**src/rtl/motor_arb_pkg.sv**
```systemverilog
// Shared types and constants for the motor H-bridge arbiter.
// The STALL state exists only when MOTOR_ARB_STALL_EN is defined.
package motor_arb_pkg;

  localparam int PWM_W_DEF     = 8;
  localparam int DEAD_CYC_DEF  = 16;
  localparam int STALL_CYC_DEF = 1024;

  localparam int REQ_STALL  = 0;
  localparam int REQ_AVOID  = 1;
  localparam int REQ_CORNER = 2;
  localparam int REQ_SEARCH = 3;

  typedef enum logic [1:0] {
    ST_IDLE  = 2'd0,
    ST_DRIVE = 2'd1,
    ST_DEAD  = 2'd2
`ifdef MOTOR_ARB_STALL_EN
    ,
    ST_STALL = 2'd3
`endif
  } state_e;

  // Lowest set index wins; the result is only meaningful when r != 0.
  function automatic logic [1:0] pri_idx(input logic [3:0] r);
    logic [1:0] idx;
    idx = 2'd0;
    for (int i = 3; i >= 0; i--) begin
      if (r[i]) idx = 2'(i);
    end
    return idx;
  endfunction

endpackage

```
**src/rtl/motor_arbiter_pwm_gen.sv**
```systemverilog
// Free-running PWM counter with one duty comparator per H-bridge side.
module pwm_gen #(
  parameter int PWM_W = 8
) (
  input  logic             clk,
  input  logic             rst_n,
  input  logic             i_en,
  input  logic [PWM_W-1:0] i_duty_l,
  input  logic [PWM_W-1:0] i_duty_r,
  output logic             o_pwm_l,
  output logic             o_pwm_r
);

  logic [PWM_W-1:0] r_cnt;

  // NOTE: sequential state uses non-blocking assignment so every flop samples pre-edge values.
  always_ff @(posedge clk or negedge rst_n) begin
    if (!rst_n) r_cnt <= '0;
    else        r_cnt <= r_cnt + 1'b1;
  end

  assign o_pwm_l = i_en && (r_cnt < i_duty_l);
  assign o_pwm_r = i_en && (r_cnt < i_duty_r);

endmodule

```
**src/rtl/motor_arbiter.sv**
```systemverilog
// Four-requester priority arbiter for a dual H-bridge with dead-time insertion.
// Optional overcurrent stall detection is enabled by defining MOTOR_ARB_STALL_EN.
module motor_arbiter
  import motor_arb_pkg::*;
#(
  parameter int PWM_W     = PWM_W_DEF,
  parameter int DEAD_CYC  = DEAD_CYC_DEF,
  parameter int STALL_CYC = STALL_CYC_DEF
) (
  input  logic               clk,
  input  logic               rst_n,
  input  logic [3:0]         req,
  input  logic [7:0]         cmd_dir,
  input  logic [4*PWM_W-1:0] cmd_duty,
  input  logic [1:0]         sense,
  output logic [3:0]         grant,
  output logic               pwm_l,
  output logic               pwm_r,
  output logic               dir_l,
  output logic               dir_r,
  output logic               stalled
);

  localparam int DW = $clog2(DEAD_CYC + 1);

  state_e           r_state;
  logic [3:0]       r_grant;
  logic [1:0]       r_gidx;
  logic [1:0]       r_dir;
  logic [DW-1:0]    r_dead_cnt;

  logic [PWM_W-1:0] w_duty;
  logic             w_preempt;
  logic             w_dir_chg;
  logic             w_hold;
  logic             w_any;
  logic             w_dead_done;
  logic [1:0]       w_new_idx;
  logic [1:0]       w_new_dir;

  always_comb begin
    // NOTE: every combinational output gets a default first, so no path can infer a latch.
    w_duty    = '0;
    w_preempt = 1'b0;
    for (int i = 0; i < 4; i++) begin
      if (2'(i) == r_gidx) w_duty = cmd_duty[PWM_W*i +: PWM_W];
      if (2'(i) < r_gidx && req[i]) w_preempt = 1'b1;
    end
  end

  assign w_any       = |req;
  assign w_hold      = req[r_gidx];
  assign w_new_idx   = pri_idx(req);
  assign w_new_dir   = cmd_dir[{w_new_idx, 1'b0} +: 2];
  assign w_dir_chg   = cmd_dir[{r_gidx, 1'b0} +: 2] != r_dir;
  assign w_dead_done = r_dead_cnt == DW'(DEAD_CYC - 1);

`ifdef MOTOR_ARB_STALL_EN
  localparam int SW = $clog2(STALL_CYC + 1);

  logic [SW-1:0] r_stall_cnt;
  logic          r_stalled;
  logic          w_stall_hit;
  logic          w_stall_trip;

  // Both sides share one duty, so any asserted sense bit qualifies.
  assign w_stall_hit  = (r_state == ST_DRIVE) && (sense != 2'b00) && (w_duty != '0);
  assign w_stall_trip = w_stall_hit && (r_stall_cnt == SW'(STALL_CYC - 1));

  always_ff @(posedge clk or negedge rst_n) begin
    if (!rst_n)                          r_stall_cnt <= '0;
    else if (w_stall_hit && !w_stall_trip) r_stall_cnt <= r_stall_cnt + 1'b1;
    else                                 r_stall_cnt <= '0;
  end

  assign stalled = r_stalled;
`else
  logic w_unused_sense;
  assign w_unused_sense = ^sense;
  assign stalled        = 1'b0;
`endif

  always_ff @(posedge clk or negedge rst_n) begin
    if (!rst_n) begin
      r_state    <= ST_IDLE;
      r_grant    <= '0;
      r_gidx     <= '0;
      r_dir      <= '0;
      r_dead_cnt <= '0;
`ifdef MOTOR_ARB_STALL_EN
      r_stalled  <= 1'b0;
`endif
    end else begin
      case (r_state)
        ST_IDLE: begin
          if (w_any) begin
            r_state <= ST_DRIVE;
            r_grant <= 4'(1) << w_new_idx;
            r_gidx  <= w_new_idx;
            r_dir   <= w_new_dir;
          end
        end
        ST_DRIVE: begin
`ifdef MOTOR_ARB_STALL_EN
          if (w_stall_trip) begin
            r_state   <= ST_STALL;
            r_grant   <= '0;
            r_stalled <= 1'b1;
          end else
`endif
          // Preemption and direction change win over a simultaneous holder drop.
          if (w_preempt || w_dir_chg) begin
            r_state    <= ST_DEAD;
            r_grant    <= '0;
            r_dead_cnt <= '0;
          end else if (!w_hold) begin
            r_state <= ST_IDLE;
            r_grant <= '0;
          end
        end
        ST_DEAD: begin
          if (w_dead_done) begin
            r_dead_cnt <= '0;
            if (w_any) begin
              r_state <= ST_DRIVE;
              r_grant <= 4'(1) << w_new_idx;
              r_gidx  <= w_new_idx;
              r_dir   <= w_new_dir;
            end else begin
              r_state <= ST_IDLE;
            end
          end else begin
            r_dead_cnt <= r_dead_cnt + 1'b1;
          end
        end
`ifdef MOTOR_ARB_STALL_EN
        ST_STALL: begin
          if (sense == 2'b00) begin
            if (req[REQ_STALL]) begin
              r_state    <= ST_DEAD;
              r_dead_cnt <= '0;
              r_stalled  <= 1'b0;
            end else if (!w_any) begin
              r_state   <= ST_IDLE;
              r_stalled <= 1'b0;
            end
          end
        end
`endif
        default: r_state <= ST_IDLE;
      endcase
    end
  end

  pwm_gen #(.PWM_W(PWM_W)) u_pwm_gen (
    .clk      (clk),
    .rst_n    (rst_n),
    .i_en     (r_state == ST_DRIVE),
    .i_duty_l (w_duty),
    .i_duty_r (w_duty),
    .o_pwm_l  (pwm_l),
    .o_pwm_r  (pwm_r)
  );

  assign grant = r_grant;
  assign dir_l = r_dir[0];
  assign dir_r = r_dir[1];

endmodule

```
**config.mk**
```make
export PLATFORM = sky130hd
export DESIGN_NAME = motor_arbiter
export DESIGN_NICKNAME = d
export VERILOG_FILES = /design/src/rtl/motor_arb_pkg.sv /design/src/rtl/motor_arbiter_pwm_gen.sv /design/src/rtl/motor_arbiter.sv
export SDC_FILE = /design/constraint.sdc
export NUM_CORES = 1
export LEC_CHECK = 0
export CORE_MARGIN = 5
export CORE_UTILIZATION = 35
export CTS_BUF_LIST = sky130_fd_sc_hd__clkbuf_8
export DETAILED_ROUTE_END_ITERATION = 7
export GPL_ROUTABILITY_DRIVEN = 1
export GPL_TIMING_DRIVEN = 0
export HOLD_SLACK_MARGIN = 0.12
export PLACE_DENSITY = 0.6
export SLEW_MARGIN = 10
export SYNTH_ARGS = -nofsm -noshare
export SYNTH_HDL_FRONTEND = slang
export SYNTH_HIERARCHICAL = 1
export SYNTH_SLANG_ARGS = --single-unit
```
**constraint.sdc**
```tcl
create_clock -name clk -period 3.4 [get_ports clk]
set_input_delay 0.51 -clock clk [delete_from_list [all_inputs] [get_ports clk]]
set_output_delay 0.51 -clock clk [all_outputs]
set_load 0.02 [all_outputs]
```
---- Word-level counts from Yosys, hierarchy flattened ----
Index checks and enable logic that the tools add are counted.
operators by class
  $add $sub $neg .......................... 2
  muxes and demuxes ....................... 34
  shift operators ......................... 3
  equal/unequal tests ..................... 11
  reduce and logical (&&, ||, !) cells .... 16
  order comparisons ....................... 6
operators with widths
  kind                                                                    count
  8-bit two-way mux                                                       4
  2-bit two-way mux                                                       12
  4-bit two-way mux                                                       4
  8-bit by 4-bit indexed part select with 2-bit output                    2
  4-bit case mux with 3 select lines                                      1
  5-bit two-way mux                                                       2
  5-bit case mux with 2 select lines                                      1
  8-bit by 1-bit adder with 8-bit output (second input constant)          1
  8-bit < comparator                                                      1
  2-bit case mux with 2 select lines                                      2
  1-bit two-way mux                                                       6
  2-bit != test (second input constant)                                   3
  2-bit case mux with 3 select lines                                      1
  3-bit AND reduction                                                     2
  5-bit by 1-bit adder with 5-bit output (second input constant)          1
  5-bit by 4-bit equality test with 1-bit output (second input constant)  1
  1-bit logical AND                                                       5
  2-bit equality test (first input constant)                              2
  2-bit zero test                                                         2
  1-bit by 2-bit < comparator with 1-bit output (first input constant)    2
  2-bit < comparator (first input constant)                               2
  2-bit AND reduction                                                     2
  2-bit nonzero test                                                      2
  4-bit OR reduction                                                      1
  10 further kinds                                                        10
storage, ports and cells
  input bits .............................. 48
  output and inout port bits .............. 9
  register bits ........................... 23
  logic and storage cells ................. 78

---- Depth between registers and ports, before layout ----
Gate-level depths: netlist of the first run.
  word-level depth ........................ 9
  depth in mapped cells ................... 8
  mapped depth without buffers ............ 6

---- Modules after synthesis ----
The synthesis of the first run kept the hierarchy.
by module, submodules not included
  module         times used  cells an instance  area each (um2)  sequential area each (um2)
  motor_arbiter  1           110                1199.9           375.4
  pwm_gen        1           66                 676.9            200.2

---- Worst setup path after synthesis of the first run ----
Ideal clock, no wire load.
  path kind ............................... register -> output
  start ................................... register r_gidx[0]
  end ..................................... output pwm_r
  cell stages (with the launch flop) ...... 9
  path slack .............................. 0.604 ns
  arrival ................................. 2.286 ns
  path buffers ............................ 2
  required time ........................... 2.890 ns
  path through ............................ dfrtp_1 -> buf_6 -> buf_2 -> mux4_2 -> inv_1 -> ha_1 -> a211oi_2 -> o21ai_1 -> a221oi_2
on the way
  longest elaborated chain between the ends .. 7
  elaborated cells between the ends (all ways) .. 10
  classes of those cells .................. order compare (1); eq/ne (3); mux (4); reduce/logical (2)
RTL lines
  element                         line                         text
  start: declaration              motor_arbiter.sv:28          logic [1:0] r_gidx;
  start signal: assignment        motor_arbiter.sv:99          r_gidx <= w_new_idx;
  start signal: assignment        motor_arbiter.sv:127         r_gidx <= w_new_idx;
  2-bit zero test                 motor_arbiter.sv:46          if (2'(i) == r_gidx) w_duty = cmd_duty[PWM_W*i +: PWM_W];
  8-bit two-way mux (3 in a row)  motor_arbiter.sv:46
  8-bit two-way mux *             motor_arbiter.sv:46
  net w_duty[3]                   motor_arbiter.sv:32          logic [PWM_W-1:0] w_duty;
  8-bit < comparator *            motor_arbiter_pwm_gen.sv:23  assign o_pwm_r = i_en && (r_cnt < i_duty_r);
  1-bit logical AND *             motor_arbiter_pwm_gen.sv:23
  end: declaration                motor_arbiter.sv:18          output logic pwm_r,
The timed path passes the listed nets; every way through them passes the cells marked *.

---- Worst setup path in the final report of the first run ----
  start ................................... input cmd_duty[27]
  end ..................................... output pwm_r
on the way
  longest elaborated chain between the ends .. 3
RTL lines
  element             line                         text
  start: declaration  motor_arbiter.sv:14          input logic [4*PWM_W-1:0] cmd_duty,
  8-bit two-way mux   motor_arbiter.sv:46
  net w_duty[3]       motor_arbiter.sv:32
  8-bit < comparator  motor_arbiter_pwm_gen.sv:23
  1-bit logical AND   motor_arbiter_pwm_gen.sv:23
The timed path passes the listed nets, and every way through them passes these cells.

==> results of run 1 <==
==> report_power, final <==
group | internal (mW) | switching (mW)
sequential | 0.341 | 0.0767
clock | 0.0819 | 0.0900
combinational | 0.529 | 0.544
==> critical path: cells and delay by family <==
family,cells,cell delay (ns)
buffers and inverters,3,0.82
muxes,1,0.50
AOI/OAI and AO/OA,3,0.63
adders and majority gates,1,0.25
==> cells in the final DEF (no fill, tap or decap), types with 3 or more instances in the layout <==
master and n:
clkdlybuf4s50_1 51, dfrtp_1 23, inv_1 17, ha_1 16, nand2_1 14, mux4_2 10, nor2_1 9, o21ai_1 8
nand2b_1 7, xor2_1 7, a21oi_1 4, nand3_1 4, nor2b_1 4, buf_4 4, xnor2_1 4, a211oi_2 3
clkbuf_8 3
==> layout make-up <==
class | instances | area, µm² | share of cell area
tap | 70 | 87.58 | 0.03441
inverter | 17 | 63.81 | 0.02507
clock inverter | 1 | 5.005 | 0.001967
sequential | 23 | 575.6 | 0.2262
timing repair buffer | 56 | 551.8 | 0.2168
clock buffer | 3 | 41.29 | 0.01622
buffer | 4 | 27.53 | 0.01082
multi-input combinational | 130 | 1192 | 0.4685
==> registers in the layout, summed over array words and instances (netlist names) <==
signal           cells
grant                4
r_dead_cnt           5
r_dir                2
r_gidx               2
r_state              2
u_pwm_gen/r_cnt      8
==> worst max-delay path by stage <==
stage / to / cells past startpoint
6_report: pwm_r / 8
5_1_grt: pwm_r / 8
4_1_cts: pwm_r / 8
3_5_place_dp: pwm_r / 8
3_3_place_gp: pwm_r / 8
2_1_floorplan: pwm_r / 8
==> layer usage <==
metal  up-vias  global-route usage  share of wire
met5         -                   0              0
met4         0             0.02823         0.0065
met3         6             0.03366          0.043
met2        38              0.2245           0.47
met1       708              0.1867           0.48
li1        765                   -              -
==> what timing repair did <==
| item | CTS | global route |
|---|---|---|
| endpoints found under the setup margin | 2 | 1 |
| gates resized for setup | 2 | 1 |
| setup buffers | 3 | 0 |
==> kinds of logic after synthesis <==
| group | share of synthesized area |
|---|---|
| and+or+nand+nor | 0.1300 |
| DFF | 0.3067 |
| adders and majority gates | 0.1067 |
| muxes | 0.1253 |
| other | 0.001998 |
| AOI/OAI and AO/OA | 0.1967 |
| buffers and inverters | 0.05800 |
| xor gates and xnor gates | 0.07467 |
==> per-stage QoR <==
step	utilization	instances	worst slack [ns]	setup TNS, ns
2_1_floorplan	-	176	0.6041	0
3_5_place_dp	0.4823	299	-0.1267	-0.2057
4_1_cts	0.4942	305	0.1342	0
5_1_grt	0.4920	304	0.004075	0
6_report	0.4920	304	0.1851	0
3_3_place_gp	0.4823	299	-0.1011	-0.1627
==> qor.yml, run 1 <==
status:
  status: "complete, no violations"
setup_path:
  start_kind: "primary input"
  reg2reg_depth: 4
  end_kind: "output pin"
  cp_max_fo: 2
  cp_slowest_cell: "mux4_2"
  worstSetupStartpoint: "cmd_duty[27]"
  rr_startpoint: "r_gidx[1]"
  arrival_ns: 2.70
  path_cells: "clkdlybuf4s50_1, mux4_2, inv_1, ha_1, a211oi_2, o21ai_1, a221oi_2, clkdlybuf4s15_1"
  max_stage_delay_ns: 0.50
  r2r-end: "r_dead_cnt[0]"
  rrSetupSlack_ns: 1.48
  path_class: "primary input to output pin"
  crit_required_ns: 2.89
die:
  die_h_um: 83.23
  core-area_um2: 5172
  die_area_um2: 6926
  ios: 57
  initial_core_util: 0.3628
  die_x_um: 83.23
  row_count: 26
route:
  drt-total-wl_um: 4472
  drc_errors: 0
  dr.first_iter.drc_count: 29
  avgRoutedWirePerCell_um: 14.71
  drtAntennaViolNets: 0
  via_count: 1517
  routed_via_density: 4.990
  firstDrtPassIters: 4
sta:
  whs_ns: 0.5140
  tightest_slew_ns: 1.033
  slew_headroom: 0.3094
  finalClockSkew_ns: 0.002864
  final_max_slew_viol_count: 0
  period_share: 0.9456
  hold_violations: 0
  rsz0062_at_grt: "no"
  fmax_mhz: 311.1
  fin_crit_ns: 3.215
  finalSetupViolations: 0
global_routing:
  antenna_found_initial: 0
  grt.total_usage: 0.1383
  grt_pass1_wl_um: 7948
  grt_max_degree: 24
  first_global_vias: 1602
  gr-total-overflow: 0
finish:
  drive_gt1_frac: 0.1368
  nFillCells: 483
  n_antenna_cell: 0
  syn2layout_area_growth_pct: 35.60
  finalNetCount: 299
  final_area_um2: 2545
clock_network:
  cts_sinks: 23
  numCtsBuffers: 3
  cts_max_level: 1
  cts_hold_buf: 0
  cts_tree: "done"
  cts-root-buf: "clkbuf_8"
  path_clk_slew_ns: 0.08
  clock_path_buffers: 2
  clkLatencyLatePin_ns: 0.26
pwr:
  p_leak_nw: 1.110
  cellPowerDensity_nw_per_um2: 653.4
  max-vdd-ir-drop_mv: 0.4023
  finalPower_mw: 1.663
yosys:
  yosys_most_used_dff: "dfrtp_1"
  syn_inst: 176
  syn_avg_cell_area_um2: 10.66
  async_reset_ff_frac: 1.000
  synth_edf_count: 0
  synth_seq_cells: 23
  synth_top_area_cell: "dfrtp_1"
  ys_warn_count: 6
  synth_top_area_share: 0.3067
  synth.distinct_cells: 49
  synth_top_cells_by_count: "dfrtp_1, inv_1, ha_1"
  synthTopCellsByArea: "dfrtp_1, mux4_2, ha_1"
  syn_nets: 240
  syn-cell-area_um2: 1877
  ys_seq_area_frac: 0.3067
  synth_most_common_cell: "dfrtp_1"
worst_hold_path:
  min_to: "u_pwm_gen/r_cnt[7]"
  hold_start: "u_pwm_gen/r_cnt[7]"
  hold_class: "register to register"
  hold_path_depth: 1
flow_run:
  cap_violations: 0
place:
  placed_area_um2: 2495
  dp_hpwl_um: 3577
  io_buffers: 53
  routabilityCongestion: 0.7656
Power figures use the tool's default switching activity.
==> run 2, diff against run 1 <==
SETUP_SLACK_MARGIN = 0.02   (was unset)
==> run 2 against run 1 <==
Net effect: routed wire length up 0.20%; die area unchanged; clock skew about the same; combinational power about the same; clock power about the same; global-route usage unchanged; sequential share of layout area unchanged; largest cell class unchanged; largest power group unchanged.
==> qor.yml, run 2 (synthesized netlist as in run 1, its figures left out) <==
setup_path:
  arrival_ns: 2.68
  rr_startpoint: "r_gidx[0]"
  start_kind: "primary input"
  worstSetupStartpoint: "cmd_duty[27]"
  cp_max_fo: 2
  end_kind: "output pin"
  path_class: "primary input to output pin"
  crit_required_ns: 2.89
place:
  dp_hpwl_um: 3577
  placed_area_um2: 2495
  routabilityCongestion: 0.7656
  io_buffers: 53
  place_ws_ns: -0.1267
status:
  status: "complete, no violations"
sta:
  finalSetupViolations: 0
  fmax_mhz: 313.5
  finalClockSkew_ns: 0.003323
  setup_ws_ns: 0.2104
  tightest_slew_ns: 1.024
  fin_crit_ns: 3.190
  hold_violations: 0
  period_share: 0.9381
  rsz0062_at_grt: "no"
  slew_headroom: 0.3149
  tns_ns: 0
  final_max_slew_viol_count: 0
route:
  avgRoutedWirePerCell_um: 14.69
  routed_via_density: 4.997
  firstDrtPassIters: 6
  drt-total-wl_um: 4481
  dr.first_iter.drc_count: 32
  via_count: 1524
  drtAntennaViolNets: 0
  drc_errors: 0
clock_network:
  cts_tree: "done"
  cts_max_level: 1
  cts-root-buf: "clkbuf_8"
  clkLatencyLatePin_ns: 0.26
  cts_sinks: 23
  clock_path_buffers: 2
  numCtsBuffers: 3
  path_clk_slew_ns: 0.08
finish:
  syn2layout_area_growth_pct: 35.60
  nFillCells: 484
  final_cell_mix: "clkdlybuf4s50_1, dfrtp_1, inv_1"
  ff_latch_area_um2: 575.6
  largest_reg_flops: 8
  final_common_cell: "clkdlybuf4s50_1"
  drive_gt1_frac: 0.1447
  finalNetCount: 300
  final_area_um2: 2545
  n_antenna_cell: 0
  top_register: "u_pwm_gen/r_cnt"
  multi_input_area_um2: 1192
global_routing:
  gr-total-overflow: 0
  grt.total_usage: 0.1383
  grt_max_degree: 24
  first_global_vias: 1602
  grt_pass1_wl_um: 7948
  antenna_found_initial: 0
die:
  die_h_um: 83.23
  initial_core_util: 0.3628
  die_x_um: 83.23
  die_area_um2: 6926
  ios: 57
  core-area_um2: 5172
  row_count: 26
pwr:
  max-vdd-ir-drop_mv: 0.4017
  p_leak_nw: 1.114
  cellPowerDensity_nw_per_um2: 653.9
worst_hold_path:
  hold_start: "u_pwm_gen/r_cnt[7]"
  hold_class: "register to register"
flow_run:
  cap_violations: 0
run 2: metrics by stage:
stage / util / power, mW / hold slack, ns / cells
finish: 0.4920 / 1.664 / 0.5140 / 305
global route: 0.4920 / 1.819 / 0.5458 / 305
CTS: 0.4942 / 1.695 / 0.5176 / 305
detailed placement: 0.4823 / 1.507 / 0.5051 / 299
global placement: 0.4823 / 1.492 / 0.4981 / 299
floorplan: - / 1.198 / 0.2144 / 176
run 2: path summary, 6_finish.rpt:
| path | slack (ns) | endpoint | depth (start not counted) |
|---|---|---|---|
| setup / recovery | 0.21 | pwm_l | 8 |
| setup reg to reg | 1.59 | r_dead_cnt[0] | 5 |
| max in group asynchronous | 1.98 | u_pwm_gen/r_cnt[0] | 1 |
| min in group asynchronous | 0.80 | r_gidx[1] | 1 |
| hold reg to reg | 0.51 | u_pwm_gen/r_cnt[7] | 1 |
| hold / removal | 0.51 | u_pwm_gen/r_cnt[7] | 1 |
run 2: power breakdown:
part           switching (mW)  total [mW]  leakage (nW)  internal, mW
logic                   0.557        1.09         0.797         0.530
clock network          0.0900       0.172        0.0255        0.0818
registers              0.0647       0.406         0.291         0.341
total                   0.711        1.66          1.11         0.953
run 2: layout make-up:
class                           count  share of cell area
Buffer                              5             0.01278
Clock buffer                        3             0.01622
Clock inverter                      1            0.001967
Inverter                           17             0.02507
Multi-Input combinational cell    130              0.4685
Sequential cell                    23              0.2262
Tap cell                           70             0.03441
Timing Repair Buffer               56              0.2148
run 2: routing by layer:
metal / vias to the layer above / global-route usage / share of wire
li1: 767 / - / -
met1: 709 / 0.1867 / 0.48
met2: 42 / 0.2245 / 0.47
met3: 6 / 0.03366 / 0.044
met4: 0 / 0.02823 / 0.0065
met5: - / 0 / 0
run 2: what timing repair did:
| item | CTS | global route |
|---|---|---|
| gates resized for setup | 2 | 3 |
| pin swaps | 0 | 0 |
| endpoints found under the setup margin | 2 | 1 |
| buffers inserted | 3 | 0 |
| hold buffers | 0 | 0 |
run 2: worst max-delay path: stages:
cell             delay, ns
clkdlybuf4s50_1       0.40
mux4_2                0.50
inv_1                 0.08
ha_1                  0.24
a211oi_2              0.17
o21ai_1               0.11
a221oi_2              0.30
dlygate4sd2_1         0.37
==> run 3, diff against run 2 <==
CORE_ASPECT_RATIO = 0.9   (was unset)
HOLD_SLACK_MARGIN = unset   (was 0.12)
==> run 3 against run 2 <==
Net effect: critical path depth is the same; clock skew grew 0.0039 ns; worst setup slack lost 0.011 ns; cell count shrank 0.98%; combinational power is essentially flat; worst hold slack lost 0.30 ns; critical endpoint is now pwm_r; highest routed layer unchanged.
==> qor.yml, run 3 (synthesized netlist as in run 1, its figures left out) <==
route:
  dr.first_iter.drc_count: 63
  routed_via_density: 5.056
  firstDrtPassIters: 4
  drtAntennaViolNets: 0
  drc_errors: 0
  avgRoutedWirePerCell_um: 14.93
  via_count: 1527
  drt-total-wl_um: 4508
finish:
  final_cell_mix: "clkdlybuf4s50_1, dfrtp_1, inv_1"
  fin_cells: 302
  top_register: "u_pwm_gen/r_cnt"
  largest_reg_flops: 8
  final_common_cell: "clkdlybuf4s50_1"
  syn2layout_area_growth_pct: 35.67
  finalNetCount: 300
  drive_gt1_frac: 0.1362
  n_antenna_cell: 0
sta:
  fin_crit_ns: 3.200
  hold_violations: 0
  finalClockSkew_ns: 0.007249
  final_max_slew_viol_count: 0
  fmax_mhz: 312.5
  slew_headroom: 0.6427
  tightest_slew_ns: 0.5360
  finalSetupViolations: 0
  period_share: 0.9413
  rsz0062_at_grt: "no"
  whs_ns: 0.2166
  setup_ws_ns: 0.1996
clock_network:
  cts_hold_buf: 0
  cts_max_level: 1
  clock_path_buffers: 2
  cts-root-buf: "clkbuf_8"
  path_clk_slew_ns: 0.09
  cts_sinks: 23
  clkLatencyLatePin_ns: 0.27
  cts_tree: "done"
  numCtsBuffers: 3
place:
  io_buffers: 53
  place_ws_ns: -0.09363
  dp_hpwl_um: 3707
  routabilityCongestion: 0.7587
  dp.cells: 296
pwr:
  internal_power_uw: 957.1
  sw_frac_of_total: 0.4251
  seqPwrFrac: 0.243
  clkPwrFrac: 0.102
  p_switching_uw: 707.7
  p_leak_nw: 1.128
  max-vdd-ir-drop_mv: 0.2850
  combPwrFrac: 0.654
  cellPowerDensity_nw_per_um2: 653.9
  finalPower_mw: 1.665
setup_path:
  arrival_ns: 2.69
  crit_required_ns: 2.89
  end_kind: "output pin"
  max_stage_delay_ns: 0.49
  cp_slowest_cell: "mux4_2"
  start_kind: "primary input"
  path_cells: "clkdlybuf4s50_1, mux4_2, inv_1, ha_1, a211oi_2, o21ai_1, a221oi_2, dlygate4sd2_1"
  path_class: "primary input to output pin"
  cp_max_fo: 2
global_routing:
  grt_max_degree: 24
  first_global_vias: 1646
  gr-total-overflow: 0
  antenna_found_initial: 0
  grt_pass1_wl_um: 7948
  grt.total_usage: 0.1459
die:
  die_area_um2: 6929
  row_count: 25
  ios: 57
  core-area_um2: 5224
  die_x_um: 87.19
  die_h_um: 79.47
  initial_core_util: 0.3593
worst_hold_path:
  hold_class: "primary input to async pin"
status:
  status: "complete, no violations"
flow_run:
  cap_violations: 0
-- run 3: changes by cell type in the layout (fill, tap and decap cells not counted) --
| cell | before | now |
|---|---|---|
| buf_2 | 1 | 2 |
| clkbuf_2 | 2 | 0 |
| clkdlybuf4s50_1 | 51 | 50 |
| clkinv_2 | 1 | 0 |
| dlygate4sd2_1 | 1 | 2 |
| inv_1 | 17 | 18 |
| dlymetal6s2s_1 | 0 | 1 |
-- run 3: per-layer routing --
layer,up-vias,global-route usage,wire [µm]
met5,-,0,0
met4,0,0.03374,61
met3,6,0.02786,170
met2,27,0.2405,2211
met1,728,0.1973,2063
li1,766,-,-
-- run 3: worst paths after layout --
check                              start            endpoint  slack (ns)  cells past startpoint
hold / removal                     rst_n  u_pwm_gen/r_cnt[3]        0.22                      1
min in group clk           r_dead_cnt[4]       r_dead_cnt[4]        0.51                      2
max in group asynchronous          rst_n       r_dead_cnt[1]        2.82                      1
setup reg to reg               r_gidx[0]       r_dead_cnt[0]        1.61                      5
hold reg to reg            r_dead_cnt[4]       r_dead_cnt[4]        0.51                      2
setup / recovery            cmd_duty[27]               pwm_r        0.20                      8
-- run 3: metrics by stage --
stage | area (µm²) | util | setup TNS [ns]
3_5_place_dp | 2491 | 0.4769 | -0.1407
3_3_place_gp | 2491 | 0.4769 | -0.1280
2_1_floorplan | 1877 | - | 0
5_1_grt | 2546 | 0.4874 | 0
4_1_cts | 2551 | 0.4884 | 0
6_report | 2546 | 0.4874 | 0
-- run 3: power groups by stage --
| stage | Combinational, mW | Clock [mW] | Sequential, mW |
|---|---|---|---|
| global route | 1.21 | 0.191 | 0.419 |
| finish | 1.09 | 0.171 | 0.405 |
| detailed placement | 1.09 | 0 | 0.412 |
| floorplan | 0.766 | 0 | 0.432 |
| global placement | 1.08 | 0 | 0.410 |
| CTS | 1.10 | 0.179 | 0.407 |
-- run 3: layout make-up --
class	count	area, µm²
plain buffers	5	40.04
clock buffers	3	41.29
clock inverters	1	3.754
fillers	499	2678
inverters	17	63.81
multi-input cells	130	1192
flip-flops and latches	23	575.6
well taps	67	83.83
repair buffers	56	545.5
-- run 3: critical path: cells and delay by family --
family / cells / cell delay [ns]
buffers and inverters: 3 / 0.83
adder cells (fa/ha/maj): 1 / 0.25
multiplexers: 1 / 0.49
AO/OA/AOI/OAI: 3 / 0.60
-- run 3: timing repair --
action | CTS | global route
buffers inserted | 3 | 0
setup endpoints to repair | 2 | 0
resized for setup | 2 | 0
